`config.mk`:
```
export PLATFORM = sky130hd
export DESIGN_NAME = ps2_keyboard_rx_flat
export DESIGN_NICKNAME = d
export VERILOG_FILES = /design/src/rtl/ps2_pkg.sv /design/src/rtl/ps2_keyboard_rx_if.sv /design/src/rtl/ps2_line_filter.sv /design/src/rtl/ps2_keyboard_rx.sv /design/src/flat_wrapper.sv
export SDC_FILE = /design/constraint.sdc
export NUM_CORES = 1
export LEC_CHECK = 0
export ABC_AREA = 1
export CORE_MARGIN = 2
export CORE_UTILIZATION = 55
export DETAILED_ROUTE_END_ITERATION = 7
export HOLD_SLACK_MARGIN = 0.05
export PLACE_DENSITY = 0.78
export SLEW_MARGIN = 0
export SYNTH_ARGS = -nofsm -noshare
export SYNTH_HDL_FRONTEND = slang
export SYNTH_SLANG_ARGS = --single-unit
```
`constraint.sdc`:
```
create_clock -name clk -period 2.1 [get_ports clk]
set_input_delay 0.63 -clock clk [delete_from_list [all_inputs] [get_ports clk]]
set_output_delay 0.63 -clock clk [all_outputs]
set_load 0.005 [all_outputs]
```
`src/rtl/ps2_pkg.sv`:
```
// Shared types and constants for the PS/2 keyboard receiver.
package ps2_pkg;

    // Receive FSM states: wait for start bit, shift data, capture parity, check stop.
    typedef enum logic [1:0] {
        IDLE,
        DATA,
        PARITY,
        STOP
    } ps2_rx_state;

    // Bit positions inside the status byte presented to the CPU.
    localparam int unsigned STAT_VALID      = 0;
    localparam int unsigned STAT_PARITY_ERR = 1;
    localparam int unsigned STAT_FRAME_ERR  = 2;
    localparam int unsigned STAT_OVERRUN    = 3;

endpackage

```
`src/rtl/ps2_keyboard_rx_if.sv`:
```
// CPU-facing port-register link: scancode and status out to the adapter, ack back.
interface ps2_keyboard_rx_if;

    logic [7:0] scancode;
    logic [7:0] status;
    logic       ack;

    // Receiver side drives the holding register, CPU side returns the acknowledge.
    modport master (
        output scancode,
        output status,
        input  ack
    );

    modport slave (
        input  scancode,
        input  status,
        output ack
    );

endinterface

```
`src/rtl/ps2_line_filter.sv`:
```
// Synchronizer plus consecutive-sample glitch filter for the PS/2 clock line,
// producing a one-cycle pulse on each filtered 1->0 transition.
module ps2_line_filter #(
    parameter int unsigned FILTER_LEN = 8
) (
    input  logic clk,
    input  logic reset,
    input  logic line,
    output logic fall
);

    localparam int unsigned CntW = $clog2(FILTER_LEN + 1);
    localparam logic [CntW-1:0] CntLast = CntW'(FILTER_LEN - 1);

    logic [1:0]      sync_q;
    logic            filt_q;
    logic            filt_d;
    logic [CntW-1:0] cnt_q;
    logic [CntW-1:0] cnt_d;
    logic            fall_q;

    // Count how long the synchronized level has disagreed with the filtered one.
    always_comb begin
        filt_d = filt_q;
        cnt_d  = '0;
        if (sync_q[1] != filt_q) begin
            if (cnt_q == CntLast) begin
                filt_d = sync_q[1];
            end else begin
                cnt_d = cnt_q + CntW'(1);
            end
        end
    end

    // Line idles high, so synchronizer and filter reset high to avoid a false edge.
    always_ff @(posedge clk) begin
        if (reset) begin
            sync_q <= 2'b11;
            filt_q <= 1'b1;
            cnt_q  <= '0;
            fall_q <= 1'b0;
        end else begin
            sync_q <= {sync_q[0], line};
            filt_q <= filt_d;
            cnt_q  <= cnt_d;
            fall_q <= filt_q & ~filt_d;
        end
    end

    assign fall = fall_q;

endmodule

```
`src/rtl/ps2_keyboard_rx.sv`:
```
// PS/2 keyboard receiver: decodes device-to-host frames into a scancode holding
// register with valid/error status, cleared by a rising edge on ack.
module ps2_keyboard_rx
    import ps2_pkg::*;
#(
    parameter int unsigned FILTER_LEN     = 8,
    parameter int unsigned TIMEOUT_CYCLES = 100000
) (
    input  logic              clk,
    input  logic              reset,
    input  logic              ps2_clk,
    input  logic              ps2_data,
    ps2_keyboard_rx_if.master bus
);

    localparam int unsigned ToW = $clog2(TIMEOUT_CYCLES + 1);
    localparam logic [ToW-1:0] ToMax = ToW'(TIMEOUT_CYCLES);

    logic        clk_fall;
    logic [1:0]  data_sync_q;
    logic        data_bit;

    ps2_rx_state state_q, state_d;
    logic [2:0]     bit_cnt_q, bit_cnt_d;
    logic [7:0]     shreg_q, shreg_d;
    logic           parity_q, parity_d;
    logic [ToW-1:0] to_cnt_q, to_cnt_d;

    logic       good_ev, parity_err_ev, frame_err_ev;
    logic       ack_q, ack_rise;
    logic [7:0] scancode_q, scancode_d;
    logic       valid_q, valid_d;
    logic       parity_err_q, parity_err_d;
    logic       frame_err_q, frame_err_d;
    logic       overrun_q, overrun_d;

    ps2_line_filter #(
        .FILTER_LEN (FILTER_LEN)
    ) u_clk_filter (
        .clk   (clk),
        .reset (reset),
        .line  (ps2_clk),
        .fall  (clk_fall)
    );

    assign data_bit = data_sync_q[1];
    assign ack_rise = bus.ack & ~ack_q;

    // Frame FSM next state, including inter-edge timeout while mid-frame.
    always_comb begin
        state_d       = state_q;
        bit_cnt_d     = bit_cnt_q;
        shreg_d       = shreg_q;
        parity_d      = parity_q;
        to_cnt_d      = '0;
        good_ev       = 1'b0;
        parity_err_ev = 1'b0;
        frame_err_ev  = 1'b0;

        if (state_q != IDLE && to_cnt_q == ToMax) begin
            // Device stalled mid-frame: abandon the partial byte.
            state_d      = IDLE;
            frame_err_ev = 1'b1;
        end else begin
            if (state_q != IDLE && !clk_fall) begin
                to_cnt_d = to_cnt_q + ToW'(1);
            end
            unique case (state_q)
                IDLE: begin
                    if (clk_fall && !data_bit) begin
                        state_d   = DATA;
                        bit_cnt_d = 3'd0;
                    end
                end
                DATA: begin
                    if (clk_fall) begin
                        shreg_d   = {data_bit, shreg_q[7:1]};
                        bit_cnt_d = bit_cnt_q + 3'd1;
                        if (bit_cnt_q == 3'd7) begin
                            state_d = PARITY;
                        end
                    end
                end
                PARITY: begin
                    if (clk_fall) begin
                        parity_d = data_bit;
                        state_d  = STOP;
                    end
                end
                STOP: begin
                    if (clk_fall) begin
                        state_d = IDLE;
                        if (!data_bit) begin
                            frame_err_ev = 1'b1;
                        end else if (!(^{shreg_q, parity_q})) begin
                            parity_err_ev = 1'b1;
                        end else begin
                            good_ev = 1'b1;
                        end
                    end
                end
                default: state_d = IDLE;
            endcase
        end
    end

    // Holding register update: ack clears first, then frame events set bits.
    always_comb begin
        scancode_d   = scancode_q;
        valid_d      = valid_q;
        parity_err_d = parity_err_q;
        frame_err_d  = frame_err_q;
        overrun_d    = overrun_q;

        if (ack_rise) begin
            valid_d      = 1'b0;
            parity_err_d = 1'b0;
            frame_err_d  = 1'b0;
            overrun_d    = 1'b0;
        end
        if (good_ev) begin
            // A byte still held unacknowledged is kept; the new one is dropped.
            if (valid_q && !ack_rise) begin
                overrun_d = 1'b1;
            end else begin
                scancode_d = shreg_q;
                valid_d    = 1'b1;
            end
        end
        if (parity_err_ev) begin
            parity_err_d = 1'b1;
        end
        if (frame_err_ev) begin
            frame_err_d = 1'b1;
        end
    end

    // State registers for the data synchronizer, FSM and holding register.
    always_ff @(posedge clk) begin
        if (reset) begin
            data_sync_q  <= 2'b11;
            state_q      <= IDLE;
            bit_cnt_q    <= 3'd0;
            shreg_q      <= 8'h00;
            parity_q     <= 1'b0;
            to_cnt_q     <= '0;
            ack_q        <= 1'b0;
            scancode_q   <= 8'h00;
            valid_q      <= 1'b0;
            parity_err_q <= 1'b0;
            frame_err_q  <= 1'b0;
            overrun_q    <= 1'b0;
        end else begin
            data_sync_q  <= {data_sync_q[0], ps2_data};
            state_q      <= state_d;
            bit_cnt_q    <= bit_cnt_d;
            shreg_q      <= shreg_d;
            parity_q     <= parity_d;
            to_cnt_q     <= to_cnt_d;
            ack_q        <= bus.ack;
            scancode_q   <= scancode_d;
            valid_q      <= valid_d;
            parity_err_q <= parity_err_d;
            frame_err_q  <= frame_err_d;
            overrun_q    <= overrun_d;
        end
    end

    // Pack status flags into the CPU-visible byte.
    always_comb begin
        bus.status                  = 8'h00;
        bus.status[STAT_VALID]      = valid_q;
        bus.status[STAT_PARITY_ERR] = parity_err_q;
        bus.status[STAT_FRAME_ERR]  = frame_err_q;
        bus.status[STAT_OVERRUN]    = overrun_q;
    end

    assign bus.scancode = scancode_q;

endmodule
```
`src/flat_wrapper.sv`:
```
// flat-port wrapper written by rule: the top's interface ports become plain ports
module ps2_keyboard_rx_flat import ps2_pkg::*;
#(
    parameter int unsigned FILTER_LEN     = 8,
    parameter int unsigned TIMEOUT_CYCLES = 100000
)
  (clk, reset, ps2_clk, ps2_data, bus_scancode, bus_status, bus_ack);
  ps2_keyboard_rx_if bus_i ();
  input  logic clk;
  input  logic reset;
  input  logic ps2_clk;
  input  logic ps2_data;
  output wire logic [$bits(bus_i.scancode)-1:0] bus_scancode;
  output wire logic [$bits(bus_i.status)-1:0] bus_status;
  input wire logic [$bits(bus_i.ack)-1:0] bus_ack;
  assign bus_scancode = bus_i.scancode;
  assign bus_status = bus_i.status;
  assign bus_i.ack = bus_ack;
  ps2_keyboard_rx #(.FILTER_LEN(FILTER_LEN), .TIMEOUT_CYCLES(TIMEOUT_CYCLES)) u_core (.clk(clk), .reset(reset), .ps2_clk(ps2_clk), .ps2_data(ps2_data), .bus(bus_i));
endmodule
```
Word level (Yosys, flattened, before mapping)
Index checks and enable logic that the tools add are counted.
{"block": "word_totals", "reg_bits": 54, "output_inout_bits": 16}
{"block": "classes", "add_sub_neg": 3, "eq_ne": 12, "n_mux": 34, "n_bitwise": 8, "reduce_logical": 21}
{"op": "$mux 1", "n": 25}
{"op": "$add 17x1->17 const B", "n": 1}
{"op": "$eq 17x17->1 const B", "n": 1}
{"op": "$mux 2", "n": 5}
{"op": "$reduce_xor 9->1", "n": 1}
{"op": "$pmux 2 s4", "n": 1}
{"op": "$reduce_bool 2->1", "n": 4}
{"op": "$mux 3", "n": 2}
{"op": "$ne 2x2->1 const B", "n": 3}
{"op": "$not 1->1", "n": 6}
{"op": "$pmux 3 s2", "n": 1}
{"op": "$reduce_and 3->1", "n": 2}
{"op": "$reduce_or 3->1", "n": 2}
{"op": "$reduce_and 5->1", "n": 1}
{"op": "$add 4x1->4 const B", "n": 1}
{"op": "$eq 2x2->1 const B", "n": 2}
{"op": "$eq 4x3->1 const B", "n": 1}
{"op": "$logic_and 1x1->1", "n": 4}
{"op": "$ne 2x1->1 const B", "n": 2}
{"op": "$reduce_and 4->1", "n": 1}
{"op": "$add 3x1->3 const B", "n": 1}
{"op": "$eq 3x3->1 const B", "n": 1}
{"op": "$logic_not 1->1", "n": 3}
{"op": "$and 1x1->1", "n": 2}
{"op": "5 further kinds", "n": 5}

Longest topological paths before layout
Gate-level depths: netlist of the first run.
{"block": "logic_depth", "ltp_word": 7, "depth_mapped": 13}

Cells and area by module
Synthesis of the first run repeated with hierarchy kept, for this count alone.
{"block": "hier_totals", "hier_cells": 361, "area_unflattened_um2": 2675.1}
{"module": "ps2_keyboard_rx", "n_inst": 1, "cells_each": 327, "area_each_um2": 2382.3}
{"module": "ps2_line_filter", "n_inst": 1, "cells_each": 34, "area_each_um2": 292.8}

Worst setup path before layout of the first run
No wires, ideal clock.
{"block": "synth_timing", "path_type": "register to register", "startpoint": "register u_core.state_q[0]", "endpoint": "register u_core.shreg_q[5]", "setup_ps": 70, "arrival_time_ps": 1531, "t_required_ps": 2030, "setup_slack_ps": 500, "stages_incl_launch_ff": 13, "n_path_buf": 1, "period_less_slack_ps": 1600, "path_cell_list": "dfxtp_1 > inv_1 > ha_1 > inv_1 > nand3b_1 > nor2_1 > nand2_2 > nand2_4 > inv_2 > nand2_4 > buf_6 > o21ai_1 > a21oi_1"}
{"block": "synth_between", "elab_chain_cells": 4, "word_cells_on_any_way": 5, "cone_classes": "1 x eq/ne; 1 x bitwise; 3 x reduce/logical"}
{"item": "start, declared", "line_no": "ps2_keyboard_rx.sv:23", "rtl": "ps2_rx_state state_q, state_d;"}
{"item": "start signal, assigned", "line_no": "ps2_keyboard_rx.sv:155", "rtl": "state_q <= state_d;"}
{"item": "$reduce_bool 2->1", "line_no": "ps2_keyboard_rx.sv:60", "rtl": "if (state_q != IDLE && to_cnt_q == ToMax) begin"}
{"item": "$logic_and 1x1->1", "line_no": "ps2_keyboard_rx.sv:60"}
{"item": "$not 1->1 (no line)"}
{"item": "$reduce_and 3->1 (no line) *"}
{"item": "end signal, assigned", "line_no": "ps2_keyboard_rx.sv:157", "rtl": "shreg_q <= shreg_d;"}
{"item": "end, declared", "line_no": "ps2_keyboard_rx.sv:25", "rtl": "logic [7:0] shreg_q, shreg_d;"}
Every way passes the cells marked *; elsewhere a longest branch is shown, timed or not.
A chain may end at the register's enable or synchronous reset.

Worst setup path after layout of the first run
{"block": "layout_timing", "startpoint": "register u_core.valid_q", "endpoint": "output port bus_status[0]"}
{"item": "start, declared", "line_no": "ps2_keyboard_rx.sv:32", "rtl": "logic valid_q, valid_d;"}
{"item": "start signal, assigned", "line_no": "ps2_keyboard_rx.sv:162", "rtl": "valid_q <= valid_d;"}
{"item": "end, declared", "line_no": "flat_wrapper.sv:14", "rtl": "output wire logic [$bits(bus_i.status)-1:0] bus_status;"}
No word-level cell between the ends.

==> results.cfg, run 1 <==
[run_status]
outcome = finished clean

[power]
power_density_nw_per_um2 = 616.0
irDropWorstVdd_uv = 521.9
sequentialPowerShare = 0.574
p_int_mw = 1.387
switching_share = 0.2530
total_leakage_power_nw = 1.266
design_power_total_mw = 1.857
clock_power_share = 0.317
pwr-share-comb = 0.109
power.net_switching_mw = 0.4700

[setup_path]
critPathArrivalTime_ns = 1.20
crit_chain = clkdlybuf4s50_1
setup.worst_path.end_class = output pin
worstReg2RegStart = u_core.state_q[0]
cp_data_required_time_ns = 1.47
crit_start = u_core.valid_q
critical-path-slowest-cell = clkdlybuf4s50_1
critPathMaxFanout = 3
worst_path_dominant_cell_family = buffers and inverters
path_buf_inv = 1
path_class = flop to output pin
cp_slowest_stage_delay_ns = 0.52
start_kind = flop

[synthesis]
synth_sequential_area_ratio = 0.3924
post_synth_num_cell_types = 37
yosys_register_bits = 54
synth_top_area_frac = 0.3924
post_synth_inst_count = 372
synth_area_in_adders = 0.04087
post_synth.cell_area_avg_um2 = 7.406
synth.largest_area_cell = dfxtp_1
synthesis.yosys.warnings = 0
main_combinational_cell_family_by_area_after_synthesis = simple AND/OR/NAND/NOR gates
yosys.area_share.simple = 0.3324
yosys-mux-area-fraction = 0
synth_compound_area_frac = 0.07811
synth_xor_xnor_area_share = 0.03179
syn_area_um2 = 2755
largest_cells_by_area_after_synthesis = dfxtp_1, nand2_1, inv_1

[place]
portBuffers = 16
detailedPlacementHpwl_um = 3497
place_congestion = 0.8216
postPlaceCellArea_um2 = 2924

[sta]
post-route-min-period_ns = 1.832
finClkSkew_ns = 0.01188
final_hold_viol_count = 0
clock.fmax_mhz = 545.9
min_period_over_period = 0.8723
count_of_final_setup_violators = 0
grt_setup_unrepaired = no
slew_viol_final = 0
setup_tns_ns = 0

[die]
coreArea_um2 = 4786
design.die.area_um2 = 5591
floorplan.initialDensity = 0.5757
placement_rows = 25
io_pins = 21
fp.dieW_um = 74.78
dieHeight_um = 74.78

[global_routing]
grt_use_total = 0.1828
initial_antenna_violation_count = 0
grt_start_max_net_pins = 24
grt.overflow.total = 0
grt_first_pass_wirelength_um = 7886
grt_pass1_vias = 1952

[cells_and_area]
fin_util = 0.6301
stdcell_area_um2 = 3015
total_inserted_antenna_cells = 0
layout.nets = 400
drive_above_1_share = 0.1318
area_growth_syn_to_layout_pct = 9.446

[route]
post_drt_via_cell_ratio = 4.769
via_count = 2165
dr.first_iter.drc_count = 77
drc_errors = 0
route.final.wire_length_um = 4596
wl_per_cell_um = 10.12
route.antenna.remaining_nets = 0
first_pass_iters = 4

[clocking]
postCtsSetupBuffers = 0
clkSlewWorstSetupHoldPaths_ns = 0.09
cts-resized-gates = 0
cts_sinks = 54
cts_inserted_buffers = 5
tritoncts = built
ctsHoldBuffers = 0
max-clock-path-buffers = 2
htree_levels = 2
clock_latency_ns = 0.31
cts-root-buf = clkbuf_8

[job]
max_cap_violations = 0

[worst_hold_path]
worstHoldStart = u_core.data_sync_q[0]
holdCritPathClass = flop to flop
[layer usage]
layer / GRT usage / wire (um) / up-vias
met5: 0 / 0 / -
met4: 0.07540 / 85 / 0
met3: 0.04953 / 157 / 7
met2: 0.3196 / 2233 / 32
met1: 0.2114 / 2119 / 958
li1: - / - / 1168
[sequential cells by signal (all words and copies together) (netlist names), 2 cells and up]
register                    flops
u_core.u_clk_filter.sync_q      2
u_core.shreg_q                  8
u_core.state_q                  2
u_core.bit_cnt_q                3
u_core.data_sync_q              2
u_core.u_clk_filter.cnt_q       4
u_core.to_cnt_q                17
u_core.bus.scancode             8
[power groups by stage]
stage | combinational, mW | clock (mW) | sequential (mW)
after global routing | 0.233 | 0.644 | 1.07
after floorplan | 0.166 | 0 | 1.09
after global placement | 0.198 | 0 | 1.09
final | 0.203 | 0.588 | 1.07
after CTS | 0.204 | 0.607 | 1.07
after detailed placement | 0.203 | 0 | 1.09
[worst paths after layout]
kind | slack, ns | cells past startpoint | to
min reg2reg | 0.42 | 1 | u_core.data_sync_q[1]
max | 0.27 | 1 | bus_status[0]
max reg2reg | 0.29 | 11 | u_core.shreg_q[1]
min | 0.42 | 1 | u_core.data_sync_q[1]
[per-stage QoR]
step | hold slack [ns] | std cells | worst slack (ns)
floorplan | 0.3895 | 375 | 0.4995
global placement | 0.3935 | 446 | 0.2149
detailed placement | 0.4020 | 446 | 0.1682
CTS | 0.4228 | 454 | 0.2515
global route | 0.4292 | 454 | 0.09136
finish | 0.4205 | 454 | 0.2683
[logic make-up (layout without fill, tap and decap cells)]
logic type                 Yosys count  after routing
AOI/OAI and AO/OA                   40             40
xor gates and xnor gates            10             10
adders and majority gates            9              9
other                                1              4
and+or+nand+nor                    185            185
buffers and inverters               73             85
DFF                                 54             54
[Yosys cell counts, drive strengths merged]
cell / n
nand2: 92
inv: 58
dfxtp: 54
nor2: 49
a21oi: 23
nand3: 18
buf: 14
o21ai: 14
nand4: 10
ha: 9
or2: 7
xor2: 7
nor3b: 4
nor3: 3
xnor2: 3
a31o: 1
a31oi: 1
clkbuf: 1
conb: 1
nand3b: 1
nor4: 1
o21a: 1
[area by class of cell]
cell class              instances  area [um2]
clock buffers                   7       86.33
clock inverters                 1       5.005
fillers                       444        1770
inverters                      58       217.7
multi-input cells             248        1346
flip-flops and latches         54        1081
well taps                      67       83.83
repair buffers                 19       195.2
[layout by cell type, fill, tap and decap left out]
cell type	Yosys	final
clkbuf_1	1	1
nand3_1	13	13
nand3_2	4	4
inv_2	4	4
or2_2	5	5
nor3b_1	4	4
a21oi_1	21	21
nand2_2	8	8
conb_1	1	4
o21a_1	1	1
o21ai_1	3	3
ha_1	9	9
o21ai_0	11	11
nor2_4	4	4
nand2_4	2	2
nand4_2	1	1
nor3_1	1	1
nand2_1	82	82
inv_1	54	54
nand4_1	9	9
nand3b_1	1	1
clkdlybuf4s50_1	0	16
clkbuf_8	0	6
dfxtp_1	54	54
nor3_2	2	2
clkinv_2	0	1
nor2_1	39	39
buf_12	0	1
nand3_4	1	1
xor2_1	7	7
nor2_2	6	6
or2_0	1	1
or2_4	1	1
xnor2_1	3	3
a31oi_1	1	1
nor4_1	1	1
buf_4	9	2
a31o_2	1	1
a21oi_2	2	2
Power figures use the tool's default switching activity.
==> inputs of run 2 (changes only) <==
HOLD_SLACK_MARGIN = 0.02   (was 0.05)
==> results of run 2 <==
No change in the layout: final DEF, timing and power equal those of run 1.
==> RTL change 1: new RTL, config.mk and constraints of run 2 <==
Re-encode `ps2_rx_state` (4 states) as one-hot, 4 bits wide.
--- a/src/rtl/ps2_pkg.sv
+++ b/src/rtl/ps2_pkg.sv
@@ -4,7 +4,7 @@
     // Receive FSM states: wait for start bit, shift data, capture parity, check stop.
-    typedef enum logic [1:0] {
-        IDLE,
-        DATA,
-        PARITY,
-        STOP
+    typedef enum logic [3:0] {
+        IDLE   = 4'b0001,
+        DATA   = 4'b0010,
+        PARITY = 4'b0100,
+        STOP   = 4'b1000
     } ps2_rx_state;
Check against the original RTL: no difference found for any inputs over 10 cycles, from zero or initial values and one cycle with reset high; not proved beyond that.
==> RTL change 1 against run 2 <==
Wire length increased by 8.1%; clock skew increased by 0.00096 ns; final area decreased by 0.17%; setup slack got worse by 0.0027 ns; critical path type unchanged; count of clock-buffer cells in the layout unchanged; largest cell class unchanged; area after synthesis decreased by 0.68%; power increased by 5.8%; sequential cell count increased by 2.
==> RTL change 1: results (changes against run 2) <==
INFO  metric gp_congestion = 0.871 (+6.1%)
INFO  metric run_status = finished clean
INFO  metric ys_top_cells_by_count = 70 x sky130_fd_sc_hd__nand2_1, 56 x sky130_fd_sc_hd__dfxtp_1, 45 x sky130_fd_sc_hd__nor2_1
INFO  metric drive_above_1_share = 14.3% (+1.1 points)
INFO  metric ff2ff_setup_slack = 0.28 ns
INFO  metric grt_max_degree = 20 (-17%)
INFO  metric crit-reg2reg-launch = u_core.to_cnt_q[0]
INFO  metric pwr-share-comb = 11.7% (+0.8 points)
INFO  metric first_global_vias = 2129 (+9.1%)
INFO  metric grt_first_pass_wirelength = 8.96 mm (+14%)
INFO  metric drt-total-wl = 4.97 mm (+8.1%)
INFO  metric port_buffers = 16 (unchanged)
INFO  metric placement.setup.worst_slack = 0.0184 ns (-0.150 ns)
INFO  metric dr_total_vias = 2236 (+3.3%)
INFO  metric ys_seq_area_share = 41.0% (+1.7 points)
INFO  metric worstSkewPairLatency = 0.31 ns (about the same)
INFO  metric vdd.ir_drop.worst = 0.549 mV (+5.3%)
INFO  metric rr_endpoint = u_core.to_cnt_q[14]
INFO  metric place_hpwl = 3.64 mm (+4.0%)
INFO  metric timing.critical_path.max_delay_family = buffers and inverters
INFO  metric ys_top_cells_by_area = sky130_fd_sc_hd__dfxtp_1 41%, sky130_fd_sc_hd__nand2_1 9.6%, sky130_fd_sc_hd__nor2_1 6.2%, sky130_fd_sc_hd__inv_1 5.6%, sky130_fd_sc_hd__nand3_1 4.8%
INFO  metric critical_path.startpoint = u_core.valid_q
INFO  metric first_iter_violations = 78 (+1.3%)
INFO  metric switchingPower = 0.533 mW (+13%)
INFO  metric globalRouteTotalUtil = 20.6% (+2.3 points)
INFO  metric number_of_nets_at_the_end_of_the_flow = 387 (-3.3%)
INFO  metric cts_resized = 0 (unchanged)
INFO  metric worstPathMaxFanout = 4 (+1)
INFO  metric layout_min_cycle_time = 1.83 ns (+0.00271 ns)
INFO  metric final_setup_skew = 0.0128 ns (+0.000957 ns)
INFO  metric antenna_violations_before_repair = 0 (unchanged)
INFO  metric worstRegToRegCells = 7 (-4)
INFO  metric power_leakage = 1.24 nW (-2.4%)
INFO  metric htree_levels = 2 (unchanged)
==> RTL change 1: cells by family (layout without fill, tap and decap cells) <==
| kind of cell | after synthesis | count (layout) | share of synthesized area, % |
|---|---|---|---|
| AO/OA/AOI/OAI | 46 | 46 | 10.2 |
| XOR/XNOR | 7 | 7 | 2.24 |
| adder cells (fa/ha/maj) | 5 | 5 | 2.29 |
| buffers and inverters | 62 | 74 | 10.5 |
| flip-flops | 56 | 56 | 41.0 |
| other | 1 | 4 | 0.137 |
| AND/OR/NAND/NOR | 186 | 186 | 33.7 |
==> RTL change 1: through the flow <==
step,instances,power (mW),cell area [um2],hold WS (ns)
global route,445,2.04,3010,0.453
detailed placement,437,1.37,2920,0.401
global placement,437,1.36,2920,0.393
finish,445,1.97,3010,0.420
CTS,445,1.97,3010,0.423
floorplan,366,1.33,2750,0.389
==> RTL change 1: how the worst min path moves through the flow <==
stage                       endpoint  slack, ns
3_5_place_dp   u_core.data_sync_q[1]       0.40
6_report       u_core.data_sync_q[1]       0.42
3_3_place_gp   u_core.data_sync_q[1]       0.39
4_1_cts        u_core.data_sync_q[1]       0.42
2_1_floorplan  u_core.data_sync_q[1]       0.39
5_1_grt        u_core.data_sync_q[1]       0.45
==> RTL change 1: layout make-up <==
class,count,area [um2]
inverters,47,176
repair buffers,19,195
clock inverters,1,7.51
multi-input cells,248,1340
clock buffers,7,86.3
fillers,437,1740
flip-flops and latches,56,1120
well taps,67,83.8
==> RTL change 1: per-layer routing <==
metal | vias to the layer above | global-route usage, % | wire length [um]
met2 | 33 | 35.6 | 2360
met1 | 1023 | 25.5 | 2350
met3 | 9 | 3.39 | 158
li1 | 1171 | - | -
met5 | - | 0 | 0
met4 | 0 | 8.13 | 105
==> RTL change 1: power by group through the flow <==
stage	sequential (mW)	combinational [mW]	clock (mW)
3_3_place_gp	1.14	0.225	0
4_1_cts	1.12	0.230	0.627
6_report	1.12	0.230	0.618
3_5_place_dp	1.14	0.229	0
5_1_grt	1.12	0.260	0.663
2_1_floorplan	1.14	0.196	0
==> RTL change 2: new RTL, config.mk and constraints of run 2 <==
Made on the original files. `FILTER_LEN` is set to 8 in 3 places; all go to 16.
--- a/src/rtl/ps2_line_filter.sv
+++ b/src/rtl/ps2_line_filter.sv
@@ -3,3 +3,3 @@
 module ps2_line_filter #(
-    parameter int unsigned FILTER_LEN = 8
+    parameter int unsigned FILTER_LEN = 16
 ) (
--- a/src/rtl/ps2_keyboard_rx.sv
+++ b/src/rtl/ps2_keyboard_rx.sv
@@ -5,3 +5,3 @@
 #(
-    parameter int unsigned FILTER_LEN     = 8,
+    parameter int unsigned FILTER_LEN     = 16,
     parameter int unsigned TIMEOUT_CYCLES = 100000
--- a/src/flat_wrapper.sv
+++ b/src/flat_wrapper.sv
@@ -3,3 +3,3 @@
 #(
-    parameter int unsigned FILTER_LEN     = 8,
+    parameter int unsigned FILTER_LEN     = 16,
     parameter int unsigned TIMEOUT_CYCLES = 100000
Formal check against the unedited RTL: same outputs for any inputs over 10 cycles, from zero or initial values and one cycle with reset high; that may be too few to reach the edited logic, so the function may still have changed.
==> RTL change 2 against run 2 <==
Sequential cell count is 1 higher; power is 5.2% higher; area after synthesis is 1.2% lower; final area is 0.71% lower; wire length is 4.2% higher; worst hold slack worse by 0.0061 ns; setup slack worse by 0.023 ns; critical endpoint is now u_core.shreg_q[2]; largest cell class unchanged.
==> RTL change 2: results (changes against run 2) <==
INFO  metric ys_top_cells_by_count = 74 x sky130_fd_sc_hd__nand2_1, 55 x sky130_fd_sc_hd__dfxtp_1, 55 x sky130_fd_sc_hd__inv_1
INFO  metric wl_met2 = 2.29 mm (+2.7%)
INFO  metric yosysUniqueCellTypes = 34 (-8.1%)
INFO  metric drive_above_1_share = 11.1% (-2.1 points)
INFO  metric ff2ff_setup_slack = 0.25 ns (-0.04 ns)
INFO  metric worstRegToRegCells = 9 (-2)
INFO  metric route.top_layer_used = met4
INFO  metric crit_slowest_cell = sky130_fd_sc_hd__dfxtp_1
INFO  metric crit-reg2reg-launch = u_core.state_q[0]
INFO  metric gp_congestion = 0.811 (-1.3%)
INFO  metric max-slew-margin-rel = 64.8%
INFO  metric synth_flop_cell = sky130_fd_sc_hd__dfxtp_1
INFO  metric first_iter_violations = 113 (+47%)
INFO  metric worstPathMaxFanout = 16 (+13)
INFO  metric final_setup_skew = 0.00885 ns (-0.00303 ns)
INFO  metric critPathKind = register to register
INFO  metric cts_resized = 0 (unchanged)
INFO  metric min_from = u_core.data_sync_q[0]
INFO  metric place_hpwl = 3.49 mm (-0.20%)
INFO  metric worstHoldPathType = register to register
INFO  metric clkTransAtPathRegs = 0.09 ns (about the same)
INFO  metric cts.repair_timing.setup_buffer_count = 0 (unchanged)
INFO  metric power_leakage = 1.18 nW (-6.6%)
INFO  metric first_global_vias = 1997 (+2.3%)
INFO  metric drt-total-wl = 4.79 mm (+4.2%)
INFO  metric number_of_nets_at_the_end_of_the_flow = 395 (-1.3%)
INFO  metric vdd.ir_drop.worst = 0.506 mV (-3.0%)
INFO  metric drt_first_pass_iters = 4 (unchanged)
INFO  metric grt_first_pass_wirelength = 8.29 mm (+5.2%)
INFO  metric dr_total_vias = 2199 (+1.6%)
INFO  metric post_dp_cell_area = 0.00289 mm2 (-1.1%)
INFO  metric antennaDiodeCount = 0 (unchanged)
INFO  metric rr_endpoint = u_core.shreg_q[2]
INFO  metric run_status = finished clean
INFO  metric grt_max_degree = 20 (-17%)
INFO  metric cpPeakStageDelay = 0.38 ns (-0.14 ns)
INFO  metric met3RoutedLength = 161 um (+2.5%)
INFO  metric cp.arrival = 2.09 ns (+0.89 ns)
INFO  metric m1WireLength = 2.26 mm (+6.7%)
INFO  metric ys_seq_area_share = 40.4% (+1.2 points)
INFO  metric globalRouteTotalUtil = 19.2% (+0.96 points)
INFO  metric ys_top_cells_by_area = sky130_fd_sc_hd__dfxtp_1 40%, sky130_fd_sc_hd__nand2_1 10%, sky130_fd_sc_hd__inv_1 7.6%, sky130_fd_sc_hd__nor2_1 5.0%, sky130_fd_sc_hd__ha_1 4.6%
[RTL change 2: how the worst min path moves through the flow]
| stage | to | slack, ns | depth (start not counted) |
|---|---|---|---|
| after floorplan | u_core.data_sync_q[1] | 0.39 | 1 |
| after global placement | u_core.u_clk_filter.sync_q[1] | 0.39 | 1 |
| after detailed placement | u_core.data_sync_q[1] | 0.39 | 1 |
| after CTS | u_core.data_sync_q[1] | 0.42 | 1 |
| after global routing | u_core.u_clk_filter.sync_q[1] | 0.43 | 1 |
| final | u_core.data_sync_q[1] | 0.41 | 1 |
[RTL change 2: logic make-up after synthesis]
group                    synth area share [%]
AND/OR/NAND/NOR                          31.9
buffers and inverters                    11.7
flip-flops                               40.4
AO/OA/AOI/OAI                            8.00
XOR/XNOR                                 3.22
adder cells (fa/ha/maj)                  4.60
other                                   0.138
[RTL change 2: critical path: cells and delay by family (launching register included)]
family,cells,cell delay [ns]
compound gates,2,0.28
fa+ha+maj,1,0.23
buf+inv,2,0.22
flops,1,0.38
simple gates,4,0.68
[RTL change 2: per-layer routing]
| metal | global-route usage, % | up-vias |
|---|---|---|
| met2 | 33.9 | 34 |
| li1 | - | 1163 |
| met5 | 0 | - |
| met4 | 5.95 | 0 |
| met3 | 4.07 | 7 |
| met1 | 23.6 | 995 |
[RTL change 2: area by class of cell]
| cell class | instances | area (um2) |
|---|---|---|
| fillers | 444 | 1760 |
| multi-input cells | 242 | 1310 |
| flip-flops and latches | 55 | 1100 |
| inverters | 58 | 218 |
| repair buffers | 18 | 175 |
| well taps | 67 | 83.8 |
| clock buffers | 6 | 72.6 |
| clock inverters | 1 | 30.0 |
[RTL change 2: stage by stage]
stage	power [mW]	setup slack, ns	instances
2_1_floorplan	1.26	0.503	368
3_3_place_gp	1.30	0.120	440
3_5_place_dp	1.31	0.0402	440
4_1_cts	1.98	0.250	447
5_1_grt	2.05	0.0314	447
6_report	1.95	0.245	447
[RTL change 2: power by group]
group | switching [mW] | leakage, nW | internal (mW) | total (mW)
Sequential | 0.0194 | 0.444 | 1.07 | 1.09
Combinational | 0.129 | 0.687 | 0.0693 | 0.198
Clock | 0.321 | 0.0513 | 0.350 | 0.671
Total | 0.469 | 1.18 | 1.48 | 1.95
